--- src/rtl/pipe_reg_ctrl.sv ---
// pipe_reg_ctrl: sequencing controller for the IF/ID, ID/EX, EX/MEM, MEM/WB
// pipeline registers and the PC. It converts load-use, memory-wait,
// taken-branch and halt events into per-register write enables and flushes.
// Enables and flushes are combinational from state, wait counter and inputs.
// Optional feature: define PIPE_REG_CTRL_PERF_EN to build the saturating
// stall_cycles / flush_count performance counters. Otherwise both are 0.
module pipe_reg_ctrl #(
  parameter int unsigned MEM_WAIT  = 2,
  parameter int unsigned CNT_WIDTH = 32
) (
  input  logic                 clk,
  input  logic                 reset,
  input  logic                 load_use,
  input  logic                 mem_req,
  input  logic                 branch_taken,
  input  logic                 halt,
  output logic                 pc_en,
  output logic                 if_id_en,
  output logic                 id_ex_en,
  output logic                 ex_mem_en,
  output logic                 mem_wb_en,
  output logic                 if_id_flush,
  output logic                 id_ex_flush,
  output logic                 busy,
  output logic [CNT_WIDTH-1:0] stall_cycles,
  output logic [CNT_WIDTH-1:0] flush_count
);

  // Wait counter only needs to hold MEM_WAIT-2. The width stays at least 1 bit.
  localparam int unsigned   WW          = (MEM_WAIT > 1) ? $clog2(MEM_WAIT + 1) : 1;
  localparam logic [WW-1:0] WCNT_LOAD   = WW'((MEM_WAIT > 1) ? (MEM_WAIT - 32'd2) : 32'd0);
  localparam bit            MEM_EN      = (MEM_WAIT > 0);
  localparam bit            SINGLE_WAIT = (MEM_WAIT == 1);

  typedef enum logic [1:0] {
    ST_RUN     = 2'd0,
    ST_MEMWAIT = 2'd1,
    ST_HALTED  = 2'd2
  } state_t;

  state_t        state_q, state_d;
  logic [WW-1:0] wcnt_q, wcnt_d;
  logic          skip_q, skip_d;

  // {pc, if_id, id_ex, ex_mem, mem_wb} enables and {if_id, id_ex} flushes before reset gating
  logic [4:0]    en_s;
  logic [1:0]    fl_s;
  logic          mem_take_s;

  // A memory request stalls only if memory is multi-cycle and this is not the release cycle.
  assign mem_take_s = mem_req & MEM_EN & ~skip_q;

  // State, wait counter and skip flag registers. Reset abandons any pending wait.
  always_ff @(posedge clk or posedge reset) begin
    if (reset) begin
      state_q <= ST_RUN;
      wcnt_q  <= '0;
      skip_q  <= 1'b0;
    end else begin
      state_q <= state_d;
      wcnt_q  <= wcnt_d;
      skip_q  <= skip_d;
    end
  end

  // Next-state logic and the priority mux for enables and flushes (halt > mem > branch > load-use).
  always_comb begin
    state_d = state_q;
    wcnt_d  = wcnt_q;
    skip_d  = skip_q;
    en_s    = 5'b00000;
    fl_s    = 2'b00;
    case (state_q)
      ST_RUN: begin
        skip_d = 1'b0;
        if (halt) begin
          state_d = ST_HALTED;
        end else if (mem_take_s) begin
          if (SINGLE_WAIT) begin
            skip_d = 1'b1;
          end else begin
            state_d = ST_MEMWAIT;
            wcnt_d  = WCNT_LOAD;
          end
        end else if (branch_taken) begin
          // PC takes the target and both wrong-path instructions are squashed.
          en_s = 5'b11111;
          fl_s = 2'b11;
        end else if (load_use) begin
          // Hold PC and IF/ID, insert one bubble into ID/EX.
          en_s = 5'b00111;
          fl_s = 2'b01;
        end else begin
          en_s = 5'b11111;
        end
      end
      ST_MEMWAIT: begin
        if (wcnt_q == '0) begin
          state_d = ST_RUN;
          skip_d  = 1'b1;
        end else begin
          wcnt_d = wcnt_q - WW'(1'b1);
        end
      end
      ST_HALTED: begin
        state_d = ST_HALTED;
      end
      default: begin
        state_d = ST_RUN;
        wcnt_d  = '0;
        skip_d  = 1'b0;
      end
    endcase
  end

  assign pc_en       = en_s[4] & ~reset;
  assign if_id_en    = en_s[3] & ~reset;
  assign id_ex_en    = en_s[2] & ~reset;
  assign ex_mem_en   = en_s[1] & ~reset;
  assign mem_wb_en   = en_s[0] & ~reset;
  assign if_id_flush = fl_s[1] & ~reset;
  assign id_ex_flush = fl_s[0] & ~reset;
  assign busy        = (state_q != ST_RUN) & ~reset;

`ifdef PIPE_REG_CTRL_PERF_EN
  logic [CNT_WIDTH-1:0] stall_q, stall_d;
  logic [CNT_WIDTH-1:0] flush_q, flush_d;
  logic                 stall_ev_s;
  logic                 flush_ev_s;

  // A frozen cycle is any cycle with the PC held, except once halted.
  assign stall_ev_s = ~pc_en & (state_q != ST_HALTED);
  assign flush_ev_s = (state_q == ST_RUN) & ~halt & ~mem_take_s & branch_taken & ~reset;

  // Saturating increments for both performance counters.
  always_comb begin
    stall_d = stall_q;
    flush_d = flush_q;
    if (stall_ev_s && (stall_q != '1)) begin
      stall_d = stall_q + CNT_WIDTH'(1);
    end else begin
      stall_d = stall_q;
    end
    if (flush_ev_s && (flush_q != '1)) begin
      flush_d = flush_q + CNT_WIDTH'(1);
    end else begin
      flush_d = flush_q;
    end
  end

  // Performance counter registers.
  always_ff @(posedge clk or posedge reset) begin
    if (reset) begin
      stall_q <= '0;
      flush_q <= '0;
    end else begin
      stall_q <= stall_d;
      flush_q <= flush_d;
    end
  end

  assign stall_cycles = stall_q;
  assign flush_count  = flush_q;
`else
  assign stall_cycles = '0;
  assign flush_count  = '0;
`endif

endmodule

--- config.mk ---
export PLATFORM = sky130hd
export DESIGN_NAME = pipe_reg_ctrl
export DESIGN_NICKNAME = d
export VERILOG_FILES = /design/src/rtl/pipe_reg_ctrl.sv
export SDC_FILE = /design/constraint.sdc
export NUM_CORES = 1
export LEC_CHECK = 0
export ABC_AREA = 1
export CAP_MARGIN = 15
export CORE_MARGIN = 8
export CORE_UTILIZATION = 30
export CTS_BUF_LIST = sky130_fd_sc_hd__clkbuf_4 sky130_fd_sc_hd__clkbuf_8
export CTS_CLUSTER_DIAMETER = 30
export DETAILED_ROUTE_END_ITERATION = 8
export HOLD_SLACK_MARGIN = 0.03
export MAX_ROUTING_LAYER = met4
export PLACE_DENSITY = 0.79
export SLEW_MARGIN = 5
export SYNTH_ARGS = -nofsm -noshare
export SYNTH_HDL_FRONTEND = slang
export SYNTH_SLANG_ARGS = --single-unit
--- constraint.sdc ---
create_clock -name clk -period 1.5 [get_ports clk]
set_input_delay 0.375 -clock clk [delete_from_list [all_inputs] [get_ports clk]]
set_output_delay 0.375 -clock clk [all_outputs]
set_load 0.1 [all_outputs]
==> metrics.txt, run 1 <==
Final setup viols 8; largest family of logic cells by synthesized area buffers and inverters; via count 577; synthesis-stage register bit count 5; cell taking the most area after synthesis buf_4; Seq/Total Area, Yosys 14.7%; DP Wirelength 1540 µm; ANT nets after route 0; CTS tree yes; Final Wtd Congestion 0.787; design area 997 µm²; Routed WL per cell 9.85 µm; delay-heaviest family, CP simple AND/OR/NAND/NOR gates; YS warnings 0; Critical Path Start Type flop; XOR/XNOR Fraction of Synth Area 0%; number of diodes 0; Post-synth ARST share 100%; Slew Limit Fails 0; Clock Path Buffers 2; WP data arrival 1.41 ns; layout cells sized above 1 30.2%; outcome finished, violations left; post-route clock period utilization 119%; Max stage delay on crit path 0.43 ns; Tmin final 1.78 ns; GRT Util Overall 6.94%; clk_lat worst skew 0.24 ns; # hold bufs at CTS 0; htree depth 1; mux cell area share after synthesis 0%; Hold Fails Final Rpt 0; fmax 561 MHz; Reg clk slew, reported paths 0.04 ns; prevailing post-synth register cell dfrtp_1; Finished Core Util 36.5%; CP max FO 3; # nets final 147; largest net degree at the start of global routing 7; global route overflow 0; Crit path buffers/inverters 1; routed vias/inst 3.39; Starting Density 31.1%; Post-synth EDFFs 0; Top Ports 78; Req. time, crit path 1.12 ns; kind of critical path flop to primary output; crit-path cells nor3_4 > nand2_2 > nor2_4 > buf_12; Die Y 69.2 µm; DRC violations left 0; P_leak 0.558 nW; drt first pass iters 3; clk_skew 0.00274 ns; synthesized-area fraction occupied by adder cells 1.47%; max-cap viol count 0; Final WS setup -0.283 ns; synth cell count leaders buf_4, inv_1, nand2_1; Post-Synth Simple-Gate Area 17.2%; synth top area cells buf_4, dfrtp_1, inv_1, nand2_1, nor2_1; Setup TNS Final -1.91 ns; violated checks negative setup slack; core box area 2730 µm²; area share of the largest cell type after synthesis 59.2%; clock sink count 5; RSZ-0062 raised after global routing true; Compound-Gate Fraction of Synth Area 2.50%; first-pass GRT wire length 2790 µm; library cells used by synthesis 17; Worst IR Drop VDD 0.000584 V; DR iter-0 viols 24; Layout area overhead 17.4%; vias in the first global route 644; Tot Pwr 0.00138 W; synthesized area 850 µm²; CP max stage cell dfrtp_2; num rows 19; gate count of the mapped netlist 114; CTS buffer count 3; Die W 69.2 µm; CP Capture Type primary output; Mapped Avg Cell Area 7.45 µm²; initial antenna violation count 0; IO buf count 13; power per cell area 1380 nW/µm²; Min-Delay Path Class flop to flop; most frequent cell after synthesis buf_4; die area 4790 µm²; placement-stage cell area 927 µm²; total wire length 1680 µm; Root Buffer clkbuf_4
## layout by cell type, fill, tap and decap left out, types with 4 or more instances in the layout
| master | instances |
|---|---|
| nor2_4 | 4 |
| buf_12 | 8 |
| inv_1 | 8 |
| conb_1 | 64 |
| nand4_1 | 4 |
| nand2_1 | 6 |
| clkbuf_4 | 4 |
| buf_4 | 12 |
| nand2_2 | 4 |
| dfrtp_1 | 4 |
## cells by family after synthesis
group,Yosys count
AO/OA/AOI/OAI,3
AND/OR/NAND/NOR,27
buffers and inverters,77
flip-flops,5
other,1
adder cells (fa/ha/maj),1
## through the flow
| step | std cells | worst slack (ns) | hold slack (ns) |
|---|---|---|---|
| after floorplan | 177 | -0.482 | 0.153 |
| after global placement | 162 | -0.459 | 0.467 |
| after detailed placement | 162 | -0.558 | 0.488 |
| after CTS | 169 | -0.302 | 0.499 |
| after global routing | 170 | -0.338 | 0.541 |
| final | 170 | -0.283 | 0.497 |
## tightest hold or removal path, delay by kind of cell (launching register included)
family | cells | cell delay (ns)
DFF | 1 | 0.35
and+or+nand+nor | 2 | 0.12
## power by group
group / total [W] / leakage, nW / internal [W] / switching (W)
registers: 0.000174 / 0.0635 / 0.000156 / 0.0000186
logic: 0.00103 / 0.476 / 0.000135 / 0.000895
clock network: 0.000174 / 0.0184 / 0.000119 / 0.0000552
total: 0.00138 / 0.558 / 0.000409 / 0.000969
## per-layer routing
layer | vias up | track usage, % | routed length, µm
met3 | 2 | 1.86 | 93
met2 | 45 | 11.8 | 879
li1 | 271 | - | -
met1 | 259 | 6.75 | 687
met5 | - | - | 0
met4 | 0 | 4.78 | 14
## layout make-up
class | count | area (µm²)
multi-input combinational | 95 | 468
timing repair buffer | 25 | 297
tap | 31 | 38.8
clock buffer | 4 | 30.0
inverter | 10 | 37.5
sequential | 5 | 126
fill | 297 | 1740
## what timing repair did
| item | in CTS | in global routing |
|---|---|---|
| setup buffers | 3 | 1 |
| setup endpoints to repair | 8 | 8 |
| pin swaps | 9 | 0 |
| resized for setup | 8 | 0 |
## worst paths after layout
check                            from  cells after the start    endpoint  slack, ns
setup / recovery           state_q[0]                      4   ex_mem_en      -0.28
hold / removal              wcnt_q[1]                      2   wcnt_q[1]       0.50
setup reg to reg           state_q[0]                      6  state_q[0]       0.25
hold reg to reg             wcnt_q[1]                      2   wcnt_q[1]       0.50
max in group asynchronous       reset                      3  state_q[0]       0.77
min in group asynchronous       reset                      3      skip_q       0.54
## state kept, by name, indices dropped and copies added, names as in the netlist
| name | cells |
|---|---|
| skip_q | 1 |
| state_q | 2 |
| wcnt_q | 2 |
Power figures use the tool's default switching activity.
==> run 2, diff against run 1 <==
--- a/config.mk
+++ b/config.mk
@@ -8,13 +8,13 @@
 export ABC_AREA = 1
 export CAP_MARGIN = 15
 export CORE_MARGIN = 8
-export CORE_UTILIZATION = 30
+export CORE_UTILIZATION = 32
 export CTS_BUF_LIST = sky130_fd_sc_hd__clkbuf_4 sky130_fd_sc_hd__clkbuf_8
 export CTS_CLUSTER_DIAMETER = 30
 export DETAILED_ROUTE_END_ITERATION = 8
 export HOLD_SLACK_MARGIN = 0.03
 export MAX_ROUTING_LAYER = met4
-export PLACE_DENSITY = 0.79
+export PLACE_DENSITY = 0.83
 export SLEW_MARGIN = 5
 export SYNTH_ARGS = -nofsm -noshare
 export SYNTH_HDL_FRONTEND = slang
==> metrics.txt, run 2 (synthesized netlist as in run 1, its figures left out) <==
outcome finished, violations left; violated checks negative setup slack; Die Y 67.5 µm (-2.4%); Die W 67.5 µm (-2.4%); Req. time, crit path 1.12 ns (about the same); max-cap viol count 0 (unchanged); CP max FO 3 (unchanged); layout cells sized above 1 31.2% (+0.99 points); commonest cells after routing, fill and taps aside conb_1, buf_4, inv_1, buf_12, nand2_1; htree depth 1 (unchanged); power per cell area 1370 nW/µm² (-1.1%); clk_lat worst skew 0.23 ns (about the same); Setup TNS Final -1.91 ns (+0.00219 ns); dpl cells 162 (unchanged); global route overflow 0 (unchanged); CTS buffer count 3 (unchanged); Layout area overhead 19.7%; first-pass GRT wire length 2520 µm (-9.7%); RSZ-0062 raised after global routing true; drt first pass iters 2 (-1); Reg area 126 µm² (unchanged); # nets final 149 (+1.4%); most common cell after layout, fill and taps aside conb_1; routed vias/inst 3.30 (-2.7%); Top Ports 78 (unchanged); Final setup viols 8 (unchanged); CP Capture Type primary output; Starting Density 34.0% (+2.9 points); Reg clk slew, reported paths 0.04 ns (about the same); Critical Path Start Type flop; Root Buffer clkbuf_4; clk_skew 0.00371 ns (+0.000975 ns); Fill cells 265 (-11%); number of diodes 0 (unchanged); non-filler cells, final 171 (+0.59%); IO buf count 13 (unchanged); kind of critical path flop to primary output; flop2flop setup slack 0.21 ns (-0.04 ns); Worst IR Drop VDD 0.000670 V (+15%); Hold Fails Final Rpt 0 (unchanged); largest registers state_q: 2 flops, wcnt_q: 2 flops, skip_q: 1 flops; initial antenna violation count 0 (unchanged); largest net degree at the start of global routing 7 (unchanged); die area 4560 µm² (-4.8%); Clock Path Buffers 2 (unchanged); Routed WL per cell 9.99 µm (+1.4%); post-route clock period utilization 119% (+0.12 points); Min-Delay Path Class input port to async pin; DP Wirelength 1510 µm (-2.3%); total wire length 1710 µm (+2.0%); P_leak 0.579 nW (+3.7%); fmax 560 MHz (-0.10%); vias in the first global route 623 (-3.3%); DR iter-0 viols 12 (-50%); GRT Util Overall 7.00% (+0.066 points); multi-input logic area 473 µm² (+1.1%); Final WS setup -0.285 ns (-0.00186 ns); Final Wtd Congestion 0.744 (-5.5%); CTS tree yes; core box area 2500 µm² (-8.6%); clock sink count 5 (unchanged); placement-stage cell area 933 µm² (+0.67%); design area 1020 µm² (+2.0%); Tmin final 1.78 ns (+0.00186 ns); via count 565 (-2.1%); DRC violations left 0 (unchanged); WP data arrival 1.41 ns (about the same); ANT nets after route 0 (unchanged); Place WS -0.504 ns (+0.0548 ns); Slew Limit Fails 0 (unchanged); num rows 18 (-1)
run 2: power breakdown:
part	internal, W	switching [W]	total, W
sequential	0.000156	0.0000185	0.000174
clock	0.000118	0.0000474	0.000165
combinational	0.000148	0.000902	0.00105
total	0.000422	0.000967	0.00139
run 2: layer usage:
metal  wire length [µm]  GRT usage [%]
met5                  0              -
met4                  0           2.35
met3                167           1.16
met2                871           12.1
met1                670           7.98
run 2: layout make-up:
type | count | share of cell area (%)
multi-input combinational | 95 | 46.5
timing repair buffer | 27 | 30.8
sequential | 5 | 12.4
inverter | 10 | 3.69
tap | 30 | 3.69
clock buffer | 4 | 2.95
run 2: worst max-delay path: stages, from the launching register on:
cell and delay [ns]:
dfrtp_2 0.42, nor3_4 0.25, nand2_4 0.10, nor2_4 0.19
buf_12 0.21
run 2: per-stage QoR:
step                hold WS, ns  utilization, %  power, W
floorplan                 0.153               -   0.00119
global placement          0.473            37.3   0.00118
detailed placement        0.477            37.3   0.00119
CTS                       0.329            40.1   0.00138
global route              0.346            40.7   0.00145
finish                    0.348            40.7   0.00139
run 2: path summary, 6_finish.rpt:
| kind | startpoint | to | cells after the start |
|---|---|---|---|
| hold / removal | reset | skip_q | 3 |
| max in group asynchronous | reset | state_q[0] | 3 |
| min in group clk | wcnt_q[1] | wcnt_q[1] | 2 |
| setup reg to reg | state_q[0] | state_q[0] | 6 |
| hold reg to reg | wcnt_q[1] | wcnt_q[1] | 2 |
| setup / recovery | state_q[0] | mem_wb_en | 4 |
run 2: timing repair:
item,4_1_cts,5_1_grt
pin swaps,9,0
hold buffers,0,0
setup buffers,3,2
setup endpoints to repair,8,8
resized for setup,10,0
==> run 3, diff against run 2 <==
--- a/config.mk
+++ b/config.mk
@@ -11,6 +11,7 @@
 export CORE_UTILIZATION = 32
 export CTS_BUF_LIST = sky130_fd_sc_hd__clkbuf_4 sky130_fd_sc_hd__clkbuf_8
 export CTS_CLUSTER_DIAMETER = 30
+export CTS_CLUSTER_SIZE = 16
 export DETAILED_ROUTE_END_ITERATION = 8
 export HOLD_SLACK_MARGIN = 0.03
 export MAX_ROUTING_LAYER = met4
==> results of run 3 <==
Final layout, timing and power as in run 2 (identical DEF).
